`src/rtl/epass_fee_unit_if.sv`:
```
// Lane-controller <-> E-pass fee unit bus: phase strobes, card reader, top-up port, result.
// Latency: none, wires only.
// Backpressure: none; every strobe is a single-cycle event that the fee unit always accepts.
// Ports (master = controller/reader side, slave = fee unit):
//   init, count, cal, card_valid, card_id, topup_en, topup_id, topup_amt  master -> slave
//   valid_Epass, done, fee, transit_ticks                                slave  -> master
interface epass_fee_unit_if #(
    parameter int ID_W  = 3,
    parameter int BAL_W = 12
);
    logic              init;
    logic              count;
    logic              cal;
    logic              card_valid;
    logic [ID_W-1:0]   card_id;
    logic              topup_en;
    logic [ID_W-1:0]   topup_id;
    logic [BAL_W-1:0]  topup_amt;
    logic [1:0]        valid_Epass;
    logic              done;
    logic [BAL_W-1:0]  fee;
    logic [15:0]       transit_ticks;

    modport master (
        output init, count, cal, card_valid, card_id, topup_en, topup_id, topup_amt,
        input  valid_Epass, done, fee, transit_ticks
    );

    modport slave (
        input  init, count, cal, card_valid, card_id, topup_en, topup_id, topup_amt,
        output valid_Epass, done, fee, transit_ticks
    );
endinterface

```
`src/rtl/epass_fee_unit.sv`:
```
// Toll-lane E-pass stage: transit timer, fee computation, balance table with deduct and top-up.
// Latency: cal -> valid_Epass=11 in 1 cycle; card_valid -> done/result in 2 cycles.
// Backpressure: none; result is held in RESULT until the controller asserts init.
// Ports: clk, reset_n (async active-low), bus (epass_fee_unit_if.slave).
// Optional feature macro SPEED_FINE_EN: adds FINE to the fee when transit_ticks < MIN_TIME at cal.
module epass_fee_unit #(
    parameter int NUM_CARDS = 8,
    parameter int ID_W      = 3,
    parameter int BAL_W     = 12,
    parameter int INIT_BAL  = 100,
    parameter int BASE_FEE  = 20,
    parameter int TICK_DIV  = 1000,
    parameter int MIN_TIME  = 5,
    parameter int FINE      = 50,
    parameter int TIMEOUT   = 200
) (
    input  logic             clk,
    input  logic             reset_n,
    epass_fee_unit_if.slave  bus
);

    typedef enum logic [1:0] {
        S_IDLE,
        S_WAIT_CARD,
        S_CHECK,
        S_RESULT
    } state_t;

    localparam logic [BAL_W-1:0] BAL_MAX = '1;
    localparam int PRE_W = (TICK_DIV > 1) ? $clog2(TICK_DIV) : 1;
    localparam int TO_W  = (TIMEOUT > 1) ? $clog2(TIMEOUT + 1) : 1;

    // Clamp a constant into the balance range.
    function automatic logic [BAL_W-1:0] sat_bal(input longint v);
        if (v > longint'(BAL_MAX)) return BAL_MAX;
        return v[BAL_W-1:0];
    endfunction

    function automatic logic [BAL_W-1:0] sat_add(input logic [BAL_W-1:0] a,
                                                 input logic [BAL_W-1:0] b);
        logic [BAL_W:0] s;
        s = {1'b0, a} + {1'b0, b};
        return s[BAL_W] ? BAL_MAX : s[BAL_W-1:0];
    endfunction

    localparam logic [BAL_W-1:0] INIT_BAL_V = sat_bal(longint'(INIT_BAL));
    localparam logic [BAL_W-1:0] FEE_BASE   = sat_bal(longint'(BASE_FEE));
`ifdef SPEED_FINE_EN
    localparam logic [BAL_W-1:0] FEE_FINED  = sat_bal(longint'(BASE_FEE) + longint'(FINE));
`endif

    state_t            state_q, state_d;
    logic [1:0]        vld_epass_q, vld_epass_d;
    logic              done_q, done_d;
    logic [BAL_W-1:0]  fee_q, fee_d;
    logic [ID_W-1:0]   id_q, id_d;
    logic [PRE_W-1:0]  pre_q, pre_d;
    logic [15:0]       ticks_q, ticks_d;
    logic [PRE_W-1:0]  to_pre_q, to_pre_d;
    logic [TO_W-1:0]   to_ticks_q, to_ticks_d;
    logic [BAL_W-1:0]  bal_q [NUM_CARDS];
    logic [BAL_W-1:0]  bal_d [NUM_CARDS];

    logic [BAL_W-1:0]  fee_calc;
    logic              card_known;
    logic [BAL_W-1:0]  card_bal;
    logic              deduct;

    // Fee is frozen from the transit time seen on the cal cycle.
    always_comb begin
`ifdef SPEED_FINE_EN
        fee_calc = (int'(ticks_q) < MIN_TIME) ? FEE_FINED : FEE_BASE;
`else
        fee_calc = FEE_BASE;
`endif
    end

    // Balance of the latched card; ids beyond the table read as unknown.
    always_comb begin
        card_known = 1'b0;
        card_bal   = '0;
        for (int i = 0; i < NUM_CARDS; i++) begin
            if (id_q == ID_W'(i)) begin
                card_known = 1'b1;
                card_bal   = bal_q[i];
            end
        end
    end

    always_comb begin
        state_d     = state_q;
        vld_epass_d = vld_epass_q;
        done_d      = 1'b0;
        fee_d       = fee_q;
        id_d        = id_q;
        pre_d       = pre_q;
        ticks_d     = ticks_q;
        to_pre_d    = to_pre_q;
        to_ticks_d  = to_ticks_q;
        deduct      = 1'b0;

        // Transit timer: runs on count, cleared by init, saturates.
        if (bus.init) begin
            pre_d   = '0;
            ticks_d = '0;
        end else if (bus.count) begin
            if (pre_q == PRE_W'(TICK_DIV - 1)) begin
                pre_d = '0;
                if (ticks_q != 16'hFFFF) ticks_d = ticks_q + 16'd1;
            end else begin
                pre_d = pre_q + PRE_W'(1);
            end
        end

        case (state_q)
            S_IDLE: begin
                vld_epass_d = 2'b00;
                if (bus.cal) begin
                    fee_d       = fee_calc;
                    vld_epass_d = 2'b11;
                    to_pre_d    = '0;
                    to_ticks_d  = '0;
                    state_d     = S_WAIT_CARD;
                end
            end
            S_WAIT_CARD: begin
                // init wins over a card read in the same cycle.
                if (bus.init) begin
                    vld_epass_d = 2'b00;
                    state_d     = S_IDLE;
                end else if (bus.card_valid) begin
                    id_d    = bus.card_id;
                    state_d = S_CHECK;
                end else if (to_pre_q == PRE_W'(TICK_DIV - 1)) begin
                    to_pre_d = '0;
                    if (to_ticks_q == TO_W'(TIMEOUT - 1)) begin
                        vld_epass_d = 2'b01;
                        done_d      = 1'b1;
                        state_d     = S_RESULT;
                    end else begin
                        to_ticks_d = to_ticks_q + TO_W'(1);
                    end
                end else begin
                    to_pre_d = to_pre_q + PRE_W'(1);
                end
            end
            S_CHECK: begin
                if (bus.init) begin
                    vld_epass_d = 2'b00;
                    state_d     = S_IDLE;
                end else begin
                    done_d  = 1'b1;
                    state_d = S_RESULT;
                    // Sufficiency uses the balance before any same-cycle top-up.
                    if (card_known && (card_bal >= fee_q)) begin
                        vld_epass_d = 2'b10;
                        deduct      = 1'b1;
                    end else begin
                        vld_epass_d = 2'b01;
                    end
                end
            end
            S_RESULT: begin
                if (bus.init) begin
                    vld_epass_d = 2'b00;
                    state_d     = S_IDLE;
                end
            end
            default: begin
                vld_epass_d = 2'b00;
                state_d     = S_IDLE;
            end
        endcase

        // Top-up applies first, then the deduction: sat(bal + amt) - fee.
        // No underflow: deduct implies bal >= fee and the top-up only grows bal.
        for (int i = 0; i < NUM_CARDS; i++) begin
            bal_d[i] = bal_q[i];
            if (bus.topup_en && (bus.topup_id == ID_W'(i)))
                bal_d[i] = sat_add(bal_d[i], bus.topup_amt);
            if (deduct && (id_q == ID_W'(i)))
                bal_d[i] = bal_d[i] - fee_q;
        end
    end

    always_ff @(posedge clk or negedge reset_n) begin
        if (!reset_n) begin
            state_q     <= S_IDLE;
            vld_epass_q <= 2'b00;
            done_q      <= 1'b0;
            fee_q       <= '0;
            id_q        <= '0;
            pre_q       <= '0;
            ticks_q     <= '0;
            to_pre_q    <= '0;
            to_ticks_q  <= '0;
            for (int i = 0; i < NUM_CARDS; i++) bal_q[i] <= INIT_BAL_V;
        end else begin
            state_q     <= state_d;
            vld_epass_q <= vld_epass_d;
            done_q      <= done_d;
            fee_q       <= fee_d;
            id_q        <= id_d;
            pre_q       <= pre_d;
            ticks_q     <= ticks_d;
            to_pre_q    <= to_pre_d;
            to_ticks_q  <= to_ticks_d;
            for (int i = 0; i < NUM_CARDS; i++) bal_q[i] <= bal_d[i];
        end
    end

    assign bus.valid_Epass   = vld_epass_q;
    assign bus.done          = done_q;
    assign bus.fee           = fee_q;
    assign bus.transit_ticks = ticks_q;

endmodule

```
`src/flat_wrapper.sv`:
```
// flat-port wrapper written by rule: the top's interface ports become plain ports
module epass_fee_unit_flat 
#(
    parameter int NUM_CARDS = 8,
    parameter int ID_W      = 3,
    parameter int BAL_W     = 12,
    parameter int INIT_BAL  = 100,
    parameter int BASE_FEE  = 20,
    parameter int TICK_DIV  = 1000,
    parameter int MIN_TIME  = 5,
    parameter int FINE      = 50,
    parameter int TIMEOUT   = 200
)
  (clk, reset_n, bus_init, bus_count, bus_cal, bus_card_valid, bus_card_id, bus_topup_en, bus_topup_id, bus_topup_amt, bus_valid_Epass, bus_done, bus_fee, bus_transit_ticks);
  epass_fee_unit_if #(.ID_W(ID_W), .BAL_W(BAL_W)) bus_i ();
  input  logic clk;
  input  logic reset_n;
  input wire logic [$bits(bus_i.init)-1:0] bus_init;
  input wire logic [$bits(bus_i.count)-1:0] bus_count;
  input wire logic [$bits(bus_i.cal)-1:0] bus_cal;
  input wire logic [$bits(bus_i.card_valid)-1:0] bus_card_valid;
  input wire logic [$bits(bus_i.card_id)-1:0] bus_card_id;
  input wire logic [$bits(bus_i.topup_en)-1:0] bus_topup_en;
  input wire logic [$bits(bus_i.topup_id)-1:0] bus_topup_id;
  input wire logic [$bits(bus_i.topup_amt)-1:0] bus_topup_amt;
  output wire logic [$bits(bus_i.valid_Epass)-1:0] bus_valid_Epass;
  output wire logic [$bits(bus_i.done)-1:0] bus_done;
  output wire logic [$bits(bus_i.fee)-1:0] bus_fee;
  output wire logic [$bits(bus_i.transit_ticks)-1:0] bus_transit_ticks;
  assign bus_i.init = bus_init;
  assign bus_i.count = bus_count;
  assign bus_i.cal = bus_cal;
  assign bus_i.card_valid = bus_card_valid;
  assign bus_i.card_id = bus_card_id;
  assign bus_i.topup_en = bus_topup_en;
  assign bus_i.topup_id = bus_topup_id;
  assign bus_i.topup_amt = bus_topup_amt;
  assign bus_valid_Epass = bus_i.valid_Epass;
  assign bus_done = bus_i.done;
  assign bus_fee = bus_i.fee;
  assign bus_transit_ticks = bus_i.transit_ticks;
  epass_fee_unit #(.NUM_CARDS(NUM_CARDS), .ID_W(ID_W), .BAL_W(BAL_W), .INIT_BAL(INIT_BAL), .BASE_FEE(BASE_FEE), .TICK_DIV(TICK_DIV), .MIN_TIME(MIN_TIME), .FINE(FINE), .TIMEOUT(TIMEOUT)) u_core (.clk(clk), .reset_n(reset_n), .bus(bus_i));
endmodule
```
`config.mk`:
```
export PLATFORM = sky130hd
export DESIGN_NAME = epass_fee_unit_flat
export DESIGN_NICKNAME = d
export VERILOG_FILES = /design/src/rtl/epass_fee_unit_if.sv /design/src/rtl/epass_fee_unit.sv /design/src/flat_wrapper.sv
export SDC_FILE = /design/constraint.sdc
export NUM_CORES = 1
export LEC_CHECK = 0
export CAP_MARGIN = 0
export CORE_MARGIN = 2
export CORE_UTILIZATION = 55
export DETAILED_ROUTE_END_ITERATION = 10
export GPL_TIMING_DRIVEN = 0
export PLACE_DENSITY_LB_ADDON = 0.3
export SLEW_MARGIN = 25
export SYNTH_ARGS = -nofsm -noshare
export SYNTH_HDL_FRONTEND = slang
export SYNTH_SLANG_ARGS = --single-unit
```
`constraint.sdc`:
```
create_clock -name clk -period 4.1 [get_ports clk]
set_input_delay 0.82 -clock clk [delete_from_list [all_inputs] [get_ports clk]]
set_output_delay 0.82 -clock clk [all_outputs]
set_load 0.05 [all_outputs]
```
# Yosys cells after proc, flatten, opt, wreduce, memory -nomap -nowiden

Cells that the tools add are included.
Widths: inputs -> output; s select.

Mux-type cells: 83
Equality and inequality tests: 32
Order comparisons: 1
Shift-type cells: 0
Reduce and logical (&&, ||, !) cells: 31
Div/mod/pow operators: 0
Add/sub/neg operators: 20
Multipliers: 0
Bitwise logic cells: 1

Operator list:

| cell                  | count |
|---|---|
| $mux 12               | 32 |
| $add 12x12->13        | 8 |
| $sub 12x5->12         | 8 |
| $mux 10               | 7 |
| $mux 16               | 4 |
| $mux 8                | 5 |
| $mux 2                | 14 |
| $eq 3x3->1 const B    | 8 |
| $add 10x1->10 const B | 2 |
| $eq 10x10->1 const B  | 2 |
| $pmux 10 s2           | 1 |
| $logic_and 1x1->1     | 17 |
| $add 16x1->16 const B | 1 |
| $mux 1                | 16 |
| $ne 16x16->1 const B  | 1 |
| $pmux 2 s4            | 2 |
| $pmux 8 s2            | 1 |
| $eq 3x2->1 const B    | 4 |
| $ge 12x5->1           | 1 |
| $reduce_and 4->1      | 3 |
| $ne 2x2->1 const B    | 5 |
| $add 8x1->8 const B   | 1 |
| $eq 8x8->1 const B    | 1 |
| $ne 4x3->1 const B    | 2 |
| other kinds (14)      | 22 |

Latch bits: 0
Flip-flop bits (word level): 149
Output and inout bits: 31
Word-level logic and storage cells: 185
Memories kept: 0
Input bits: 25
RAM bits: 0
Memory bits (read-only): 0

# Longest topological paths before layout

Gate-level depths: netlist (run 1).

Depth after elaboration: 16
Depth in mapped cells: 17
Mapped depth without buffers: 15

# Worst setup path before layout (run 1)

OpenSTA, ideal clock, no wires.

Kind: input to register
Start: input bus_topup_amt[0]
End: register u_core.bal_q[11] (netlist bit)
Data required time: 3.974 ns
Path buffers: 1
Data arrival time: 4.193 ns
Library setup time: 0.126 ns
Stages: 15
Slack: -0.220 ns
Path through: ha_1 -> fa_1 -> a211oi_1 -> o211ai_1 -> a41o_1 -> a31o_2 -> clkbuf_1 -> o22ai_1 -> ha_1 -> inv_1 -> or3_1 -> o311a_1 -> nor4_1 -> nand4bb_1 -> xor2_1

RTL lines:

| what            | RTL line             | source |
|---|---|---|
| start, declared | flat_wrapper.sv:25   | `input wire logic [$bits(bus_i.topup_amt)-1:0] bus_topup_amt;` |
| end, declared   | epass_fee_unit.sv:61 | `logic [BAL_W-1:0] bal_q [NUM_CARDS];` |

==> run metrics, run 1 <==
IO Pins 56; Max-Cap Viols 0; post-DP HPWL 26210 um; Post-CTS Hold Buffers 0; area leader, netlist dfrtp_1; num rows 56; Slew headroom 32.57%; crit start category primary input; sequential element share of the synthesized area 28.49%; # fillers 1917; design area 15340 um^2; Die Width 158.9 um; Clock Sinks 149; worst vdd ir 419.5 uV; synth-to-layout area growth 16.30%; syn avg cell area 9.194 um^2; post-synth design cell area 13190 um^2; pre-CTS setup slack -1401 ps; H-Tree Depth 4; die height 158.9 um; crit share post-route 99.25%; Reg clk slew, reported paths 70 ps; CP endpoint kind register; I/O Buffers 44; Tightest Pin Transition 1009 ps; crit path max fanout 9; Placed Instance Area 14160 um^2; synth top area cells dfrtp_1 24%, ha_1 12%, xnor2_1 5.6%; Post-synth top cells 130 x ha_1, 125 x dfrtp_1, 111 x nor2_1; # DRC 0; Tot GR Track Use 28.92%; final setup margin 30.78 ps; worst skew pair latency 430 ps; status complete, no violations; post-synth cell types 101; first-pass GRT wire length 59090 um; final setup vio count 0; R2R setup slack 100 ps; crit path to u_core.bal_q[80]$_DFF_PN0_; Leak 5.951 nW; TritonCTS clock tree built; Via density 6.392; Pre-antenna DRT Iters 6; asr flop ratio synth 100.0%; CP startpoint bus_topup_amt[0]; gp weighted congestion 0.9147; Core ar. 23540 um^2; CP arrival 4370 ps; Synth Warn # 0; die footprint 25240 um^2; layout cells sized above 1 16.18%; setup TNS 0 ps; via count 11920; skew final 7.610 ps; Post-synth EDFFs 0; Crit Path Category primary input to register; Routed WL per cell 19.83 um; Cells after Synth 1435; initial drt markers 1193; CTS buffer count 17; max-slew violations 0; Power Density 683.8 nW/um^2; antenna-violating nets left 0; Overall Power 10.49 mW; worst-case reg-to-reg path depth 16; Reg2Reg Capture Point u_core.bal_q[31]$_DFF_PN0_; gr ovfl total 0; Yosys reg bits 149; vias in the first global route 11370; CTS Buffer Depth 2; Starting Density 56.04%; top_reg_cell synth dfrtp_1; min cycle time layout 4069 ps; antenna violations before repair 0; WL final 36970 um; RSZ-0062 raised after global routing true; post-synth top area share 23.71%; largest net degree at the start of global routing 59; Hold Crit Class primary input to asynchronous set/reset pin; Diodes inserted 0; FMAX 245.7 MHz; Net count, final 1695; CP required 4400 ps; root buffer cell clkbuf_16; most frequent cell after synthesis ha_1; Hold Vio Cnt, Final 0; r2r startpoint u_core.id_q[0]$_DFFE_PN0P_
[power by group]
part | internal (mW) | total (mW) | switching [mW]
clock | 1.00 | 1.66 | 0.653
combinational | 2.77 | 6.22 | 3.45
sequential | 2.04 | 2.62 | 0.580
[sequential cells by signal (all words and copies together), names as in the netlist]
signal,count
u_core.to_ticks_q,8
u_core.pre_q,10
u_core.id_q,3
u_core.to_pre_q,10
u_core.bus.valid_Epass,2
u_core.state_q,2
u_core.bus.fee,1
u_core.bus.done,1
u_core.bal_q,96
u_core.bus.transit_ticks,16
[cell families (layout without fill, tap and decap cells)]
group	after synthesis	after routing	synth area share, %
muxes	40	40	3.841
buffers and inverters	86	187	3.338
adders and majority gates	138	138	13.54
DFF	149	149	28.49
and+or+nand+nor	444	444	18.26
AOI/OAI and AO/OA	428	428	22.62
other	1	10	0.02842
xor gates and xnor gates	149	149	9.891
[cell type report]
class / count / area (um^2) / area share [%]
timing repair buffer: 72 / 665.6 / 4.338
clock inverter: 12 / 150.1 / 0.9785
inverter: 43 / 161.4 / 1.052
multi-input combinational: 1209 / 9455 / 61.62
tap: 319 / 399.1 / 2.601
buffer: 40 / 287.8 / 1.875
clock buffer: 20 / 466.7 / 3.041
sequential: 149 / 3759 / 24.49
[layout by cell type (no fill, tap or decap), types with 9 or more instances in the layout]
master,n
dfrtp_1,125
ha_1,122
nor2_1,108
xnor2_1,84
a21oi_1,80
nand2_1,78
o21ai_0,76
xor2_1,65
nor3_1,41
inv_1,41
buf_4,40
o22a_1,33
o22ai_1,33
a21o_1,31
nand3_1,30
clkdlybuf4s50_1,28
dfstp_2,24
or3_1,22
a211oi_1,21
nand2b_1,19
mux2i_1,18
nor2b_1,17
clkbuf_16,17
o21a_1,16
clkbuf_1,15
mux2_2,14
or2_2,12
nor4_1,12
and3_1,12
o31ai_1,12
a31oi_1,11
conb_1,10
buf_2,9
o21bai_1,9
nand4_1,9
[worst max-delay path, stage by stage]
cell	delay, ps
buf_4	180
ha_2	230
fa_2	380
a211oi_2	280
o21bai_2	120
and4b_2	250
o211a_4	290
or2_1	200
buf_2	190
o22ai_2	150
ha_2	220
ha_2	190
inv_1	40
a21oi_1	130
nand4bb_1	200
buf_4	230
nor3_1	170
o32ai_1	110
[per-stage QoR]
stage,hold slack (ps),util [%],cells
final,272.7,65.18,1864
after global routing,302.9,65.18,1864
after CTS,286.0,64.12,1849
after detailed placement,469.6,60.15,1809
after global placement,468.3,59.92,1807
after floorplan,445.6,-,1444
[timing repair]
| action | in CTS | in global routing |
|---|---|---|
| buffers inserted | 8 | 17 |
| cloned | 1 | 0 |
| pin swaps | 12 | 20 |
| endpoints found under the setup margin | 69 | 49 |
| gates resized for setup | 87 | 48 |
[how the worst min path moves through the flow]
stage                                        to  cells after the start
global route         u_core.bal_q[44]$_DFF_PN0_                      1
global placement    u_core.pre_q[8]$_DFFE_PN0P_                      1
CTS                  u_core.bal_q[44]$_DFF_PN0_                      1
detailed placement  u_core.pre_q[8]$_DFFE_PN0P_                      1
floorplan           u_core.pre_q[8]$_DFFE_PN0P_                      1
finish               u_core.bal_q[44]$_DFF_PN0_                      1
[per-layer routing]
metal	GRT usage [%]	routed length, um
met5	0	0
met4	10.62	1190
met3	4.310	2196
met2	47.10	17290
met1	39.17	16290
(Power assumes the default switching activity.)
==> run 2: changes to the inputs <==
--- a/config.mk
+++ b/config.mk
@@ -6,11 +6,13 @@
 export NUM_CORES = 1
 export LEC_CHECK = 0
 export CAP_MARGIN = 0
-export CORE_MARGIN = 2
-export CORE_UTILIZATION = 55
+export CELL_PAD_IN_SITES_DETAIL_PLACEMENT = 1
+export CELL_PAD_IN_SITES_GLOBAL_PLACEMENT = 2
+export CORE_UTILIZATION = 36
 export DETAILED_ROUTE_END_ITERATION = 10
 export GPL_TIMING_DRIVEN = 0
 export PLACE_DENSITY_LB_ADDON = 0.3
+export RECOVER_POWER = 100
 export SLEW_MARGIN = 25
 export SYNTH_ARGS = -nofsm -noshare
 export SYNTH_HDL_FRONTEND = slang
==> run 2 against run 1 <==
The run now ends with capacitance limit, slew limit left. Largest cell class unchanged. Critical path depth is 3 lower. Core utilization is 21 points lower. Highest routed layer unchanged. Sequential share of layout area is 0.48 points lower. Critical path type unchanged.
==> run metrics, run 2 (synthesis gave the netlist of run 1 again) <==
status finished, violations left; failing checks capacitance limit, slew limit; # DRC 0; CTS Buffer Depth 2; TritonCTS clock tree built; min cycle time layout 3954 ps; gp weighted congestion 0.8310; combinational power share 59.4%; Max-Cap Viols 1; Hold Crit Class register to register; Final Non-Filler Cells 2012; Starting Density 36.83%; crit share post-route 96.43%; Post-CTS Hold Buffers 0; Net count, final 1701; crit path max fanout 10; vias in the first global route 12400; pre-CTS setup slack -1633 ps; CP endpoint kind register; layout cells sized above 1 16.51%; Seq pwr share 24.6%; worst vdd ir 333.4 uV; antenna-violating nets left 0; Pre-antenna DRT Iters 6; Reg clk slew, reported paths 60 ps; Sw Ratio 45.70%; P_sw 4.930 mW; max FFs per register 96; gr ovfl total 0; I/O Buffers 44; FMAX 252.9 MHz; final setup vio count 0; H-Tree Depth 4; largest net degree at the start of global routing 64; Hold Vio Cnt, Final 0; commonest cells after routing, fill and taps aside 124 x dfrtp_1, 116 x ha_1, 110 x nor2_1; design area 15660 um^2; IO Pins 56; synth-to-layout area growth 18.65%; Slew headroom -65.23%; r2r startpoint u_core.id_q[0]$_DFFE_PN0P_; WL final 42770 um; first-pass GRT wire length 69000 um; part of the power in the clock network 16.0%; root buffer cell clkbuf_16; Crit Path Category primary input to register; CTS buffer count 17; Power Density 689.0 nW/um^2; Die Width 193.4 um; Clock Sinks 149; Placed Cells 1951; CP required 4450 ps; Diodes inserted 0; CP startpoint bus_topup_amt[0]; die height 193.4 um; most common cell after layout, fill and taps aside dfrtp_1; skew final 15.86 ps; CP arrival 4300 ps; hold path start u_core.pre_q[8]$_DFFE_PN0P_; Tightest Pin Transition 2478 ps; max-slew violations 42; largest reg by FF count u_core.bal_q; crit start category primary input; Finished Core Util 43.69%; Leak 6.050 nW; antenna violations before repair 0; internal power 5.857 mW; num rows 69; die footprint 37420 um^2; worst skew pair latency 460 ps; Placed Instance Area 14350 um^2; # fillers 4090; post-DP HPWL 31830 um; final setup margin 146.2 ps; Via density 5.809; Tot GR Track Use 23.25%; initial drt markers 425; via count 11690; Routed WL per cell 21.26 um; Core ar. 35830 um^2
[run 2: changes by cell type in the layout (fill, tap and decap cells not counted), sizes merged, moves of 3 or more]
cell	change
dlygate4sd3	+22
clkdlybuf4s50	-21
buf	-3
clkinv	-3
inv	+7
clkbuf	+8
[run 2: power groups by stage]
| stage | registers (mW) | logic [mW] | clock network, mW |
|---|---|---|---|
| floorplan | 2.44 | 4.60 | 0 |
| global placement | 2.63 | 5.73 | 0 |
| global route | 2.71 | 7.10 | 1.81 |
| finish | 2.65 | 6.41 | 1.73 |
| CTS | 2.63 | 6.12 | 1.76 |
| detailed placement | 2.65 | 5.88 | 0 |
[run 2: per-stage QoR]
stage,total power [mW],TNS [ps],hold slack [ps]
finish,10.79,0,497.1
global route,11.62,-0.9188,515.0
CTS,10.51,-67.68,246.7
detailed placement,8.533,-78080,477.4
global placement,8.354,-706690,469.8
floorplan,7.035,0,445.6
[run 2: what timing repair did]
| item | CTS | global route |
|---|---|---|
| setup endpoints to repair | 75 | 48 |
| pin swaps | 13 | 27 |
| setup buffers | 14 | 19 |
| resized for setup | 90 | 72 |
[run 2: final timing paths]
path	endpoint	slack, ps	cells after the start
worst max-delay path	u_core.bal_q[31]$_DFF_PN0_	150	15
worst min-delay path	u_core.pre_q[8]$_DFFE_PN0P_	500	1
worst max register to register	u_core.bal_q[68]$_DFF_PN0_	150	16
worst min register to register	u_core.pre_q[8]$_DFFE_PN0P_	500	1
max in group asynchronous	u_core.bus.fee[2]$_DFFE_PN0P_	780	3
min in group asynchronous	u_core.bal_q[34]$_DFF_PN0_	1120	1
[run 2: worst max-delay path, cell delays in order]
cell	delay [ps]
buf_4	180
ha_2	220
fa_1	430
a211o_1	330
a211o_1	320
a21o_1	210
a21o_4	270
o22a_1	210
ha_1	330
o21ai_1	100
a31oi_2	240
nor4_4	70
buf_4	160
and4_4	190
nor4_1	240
[run 2: per-layer routing]
layer  part of all wire, %  global-route usage [%]  vias to the layer above
li1                      -                       -                     5625
met1                    46                   30.37                     5861
met2                    49                   39.90                      156
met3                   2.3                   2.702                       46
met4                   2.3                   7.526                        0
met5                     0                       0                        -
[run 2: layout make-up]
class,count,area [um^2],share of cell area [%]
plain buffers,39,282.8,1.806
clock buffers,18,439.2,2.805
clock inverters,14,187.7,1.199
inverters,43,161.4,1.031
multi-input cells,1209,9589,61.25
flip-flops and latches,149,3760,24.02
well taps,461,576.8,3.684
repair buffers,79,658.1,4.204
==> run 3: changes to the inputs <==
--- a/config.mk
+++ b/config.mk
@@ -13,6 +13,7 @@
 export GPL_TIMING_DRIVEN = 0
 export PLACE_DENSITY_LB_ADDON = 0.3
 export RECOVER_POWER = 100
+export REMOVE_ABC_BUFFERS = 1
 export SLEW_MARGIN = 25
 export SYNTH_ARGS = -nofsm -noshare
 export SYNTH_HDL_FRONTEND = slang
==> run 3 against run 2 <==
Flip-flop and latch count stayed put. Critical path depth stayed put. Sequential power is 3% higher. Critical path type unchanged. The flow finishes with violations (DRC, capacitance limit, slew limit).
==> run metrics, run 3 (synthesis gave the netlist of run 1 again) <==
skew final 9.786 ps; Tightest Pin Transition 1823 ps; Reg clk slew, reported paths 70 ps; RSZ-0062 raised after global routing true; final setup vio count 0; Routed WL per cell 20.84 um; Hold Vio Cnt, Final 0; CP endpoint kind register; initial drt markers 554; P_sw 4.886 mW; gr ovfl total 0; most common cell after layout, fill and taps aside dfrtp_1; CP required 4430 ps; Seq pwr share 26.2%; # DRC 4; Overall Power 10.45 mW; Sw Ratio 46.78%; largest net degree at the start of global routing 80; via count 11570; worst path cell trace buf_4, ha_2, fa_1, a211o_1, a211o_1, a21o_1, a21o_4, o22a_1, ha_1, o21ai_0, a31oi_1, nor4_4, buf_4, nand4_1, xor2_1; Finished Core Util 43.08%; Placed Instance Area 14080 um^2; H-Tree Depth 4; CTS Buffer Depth 2; crit share post-route 97.83%; Net count, final 1676; Starting Density 36.83%; WL final 41490 um; final setup margin 88.83 ps; max FFs per register 96; Core ar. 35830 um^2; I/O Buffers 45; Max-Cap Viols 1; worst vdd ir 485.5 uV; crit path max fanout 10; part of the power in the clock network 15.0%; gp weighted congestion 0.8210; design area 15440 um^2; CP max-delay cell fa_1; FMAX 249.3 MHz; min cycle time layout 4011 ps; pre-CTS setup slack -1587 ps; worst skew pair latency 450 ps; IO Pins 56; Leak 5.957 nW; first-pass GRT wire length 64960 um; crit start category primary input; CP arrival 4340 ps; antenna violations before repair 5; post-DP HPWL 29390 um; failing checks DRC, capacitance limit, slew limit; Crit Path Category primary input to register; Power Density 676.7 nW/um^2; max-slew violations 72; synth-to-layout area growth 16.99%; Die Width 193.4 um; vias in the first global route 11840; Tot GR Track Use 21.93%; multi-input logic area 9565 um^2; commonest cells after routing, fill and taps aside 123 x dfrtp_1, 120 x ha_1, 110 x nor2_1; Slew headroom -21.55%; root buffer cell clkbuf_16; TritonCTS clock tree built; # fillers 4105; Reg area 3766 um^2; Via density 5.809; Clock Sinks 149; combinational power share 58.8%; die height 193.4 um; Pre-antenna DRT Iters 10; die footprint 37420 um^2; layout cells sized above 1 16.71%; Crit path largest cell delay 430 ps; status finished, violations left; num rows 69; antenna-violating nets left 0; Hold Crit Class register to register; largest reg by FF count u_core.bal_q; CTS buffer count 17; internal power 5.559 mW; setup TNS 0 ps
[run 3: final cells by class]
cell class	count	area share, %
multi-input combinational	1211	61.97
sequential	149	24.40
timing repair buffer	91	5.163
tap	461	3.737
clock buffer	17	2.756
inverter	43	1.046
clock inverter	15	0.8673
antenna	4	0.06485
[run 3: worst paths after layout]
path,startpoint,endpoint,slack (ps),depth (start not counted)
max,bus_topup_amt[0],u_core.bal_q[35]$_DFF_PN0_,90,15
min,u_core.pre_q[8]$_DFFE_PN0P_,u_core.pre_q[8]$_DFFE_PN0P_,490,1
max reg2reg,u_core.id_q[0]$_DFFE_PN0P_,u_core.bal_q[16]$_DFF_PN0_,140,11
min reg2reg,u_core.pre_q[8]$_DFFE_PN0P_,u_core.pre_q[8]$_DFFE_PN0P_,490,1
max in group asynchronous,reset_n,u_core.bal_q[83]$_DFF_PN0_,1080,2
min in group asynchronous,reset_n,u_core.to_pre_q[7]$_DFFE_PN0P_,840,1
[run 3: metrics by stage]
step	std cells	hold slack [ps]
after floorplan	1401	445.6
after global placement	1907	466.8
after detailed placement	1911	477.6
after CTS	1952	338.7
after global routing	1991	519.0
final	1991	489.9
[run 3: critical path, delay by kind of cell]
family,cells,cell delay (ps)
simple gates,2,490
fa+ha+maj,3,980
xor+xnor,1,170
buf+inv,2,370
compound gates,7,1520
[run 3: power by group through the flow]
stage / Sequential (mW) / Combinational, mW / Clock (mW)
floorplan: 2.52 / 4.36 / 0
finish: 2.73 / 6.15 / 1.57
global placement: 2.77 / 5.42 / 0
detailed placement: 2.75 / 5.65 / 0
global route: 2.81 / 6.78 / 1.66
CTS: 2.73 / 5.86 / 1.60
[run 3: routing by layer]
metal / part of all wire, % / track usage [%]
met5: 0 / 0
met2: 47 / 36.37
met4: 1.8 / 5.867
met3: 3.4 / 2.911
met1: 47 / 29.91
[run 3: repair_timing]
| item | CTS | global route |
|---|---|---|
| cloned | 0 | 3 |
| endpoints found under the hold margin | 0 | 0 |
| pin swaps | 6 | 24 |
| hold buffers | 0 | 0 |
| gates resized for setup | 89 | 66 |
| buffers inserted | 9 | 32 |
| endpoints found under the setup margin | 76 | 48 |
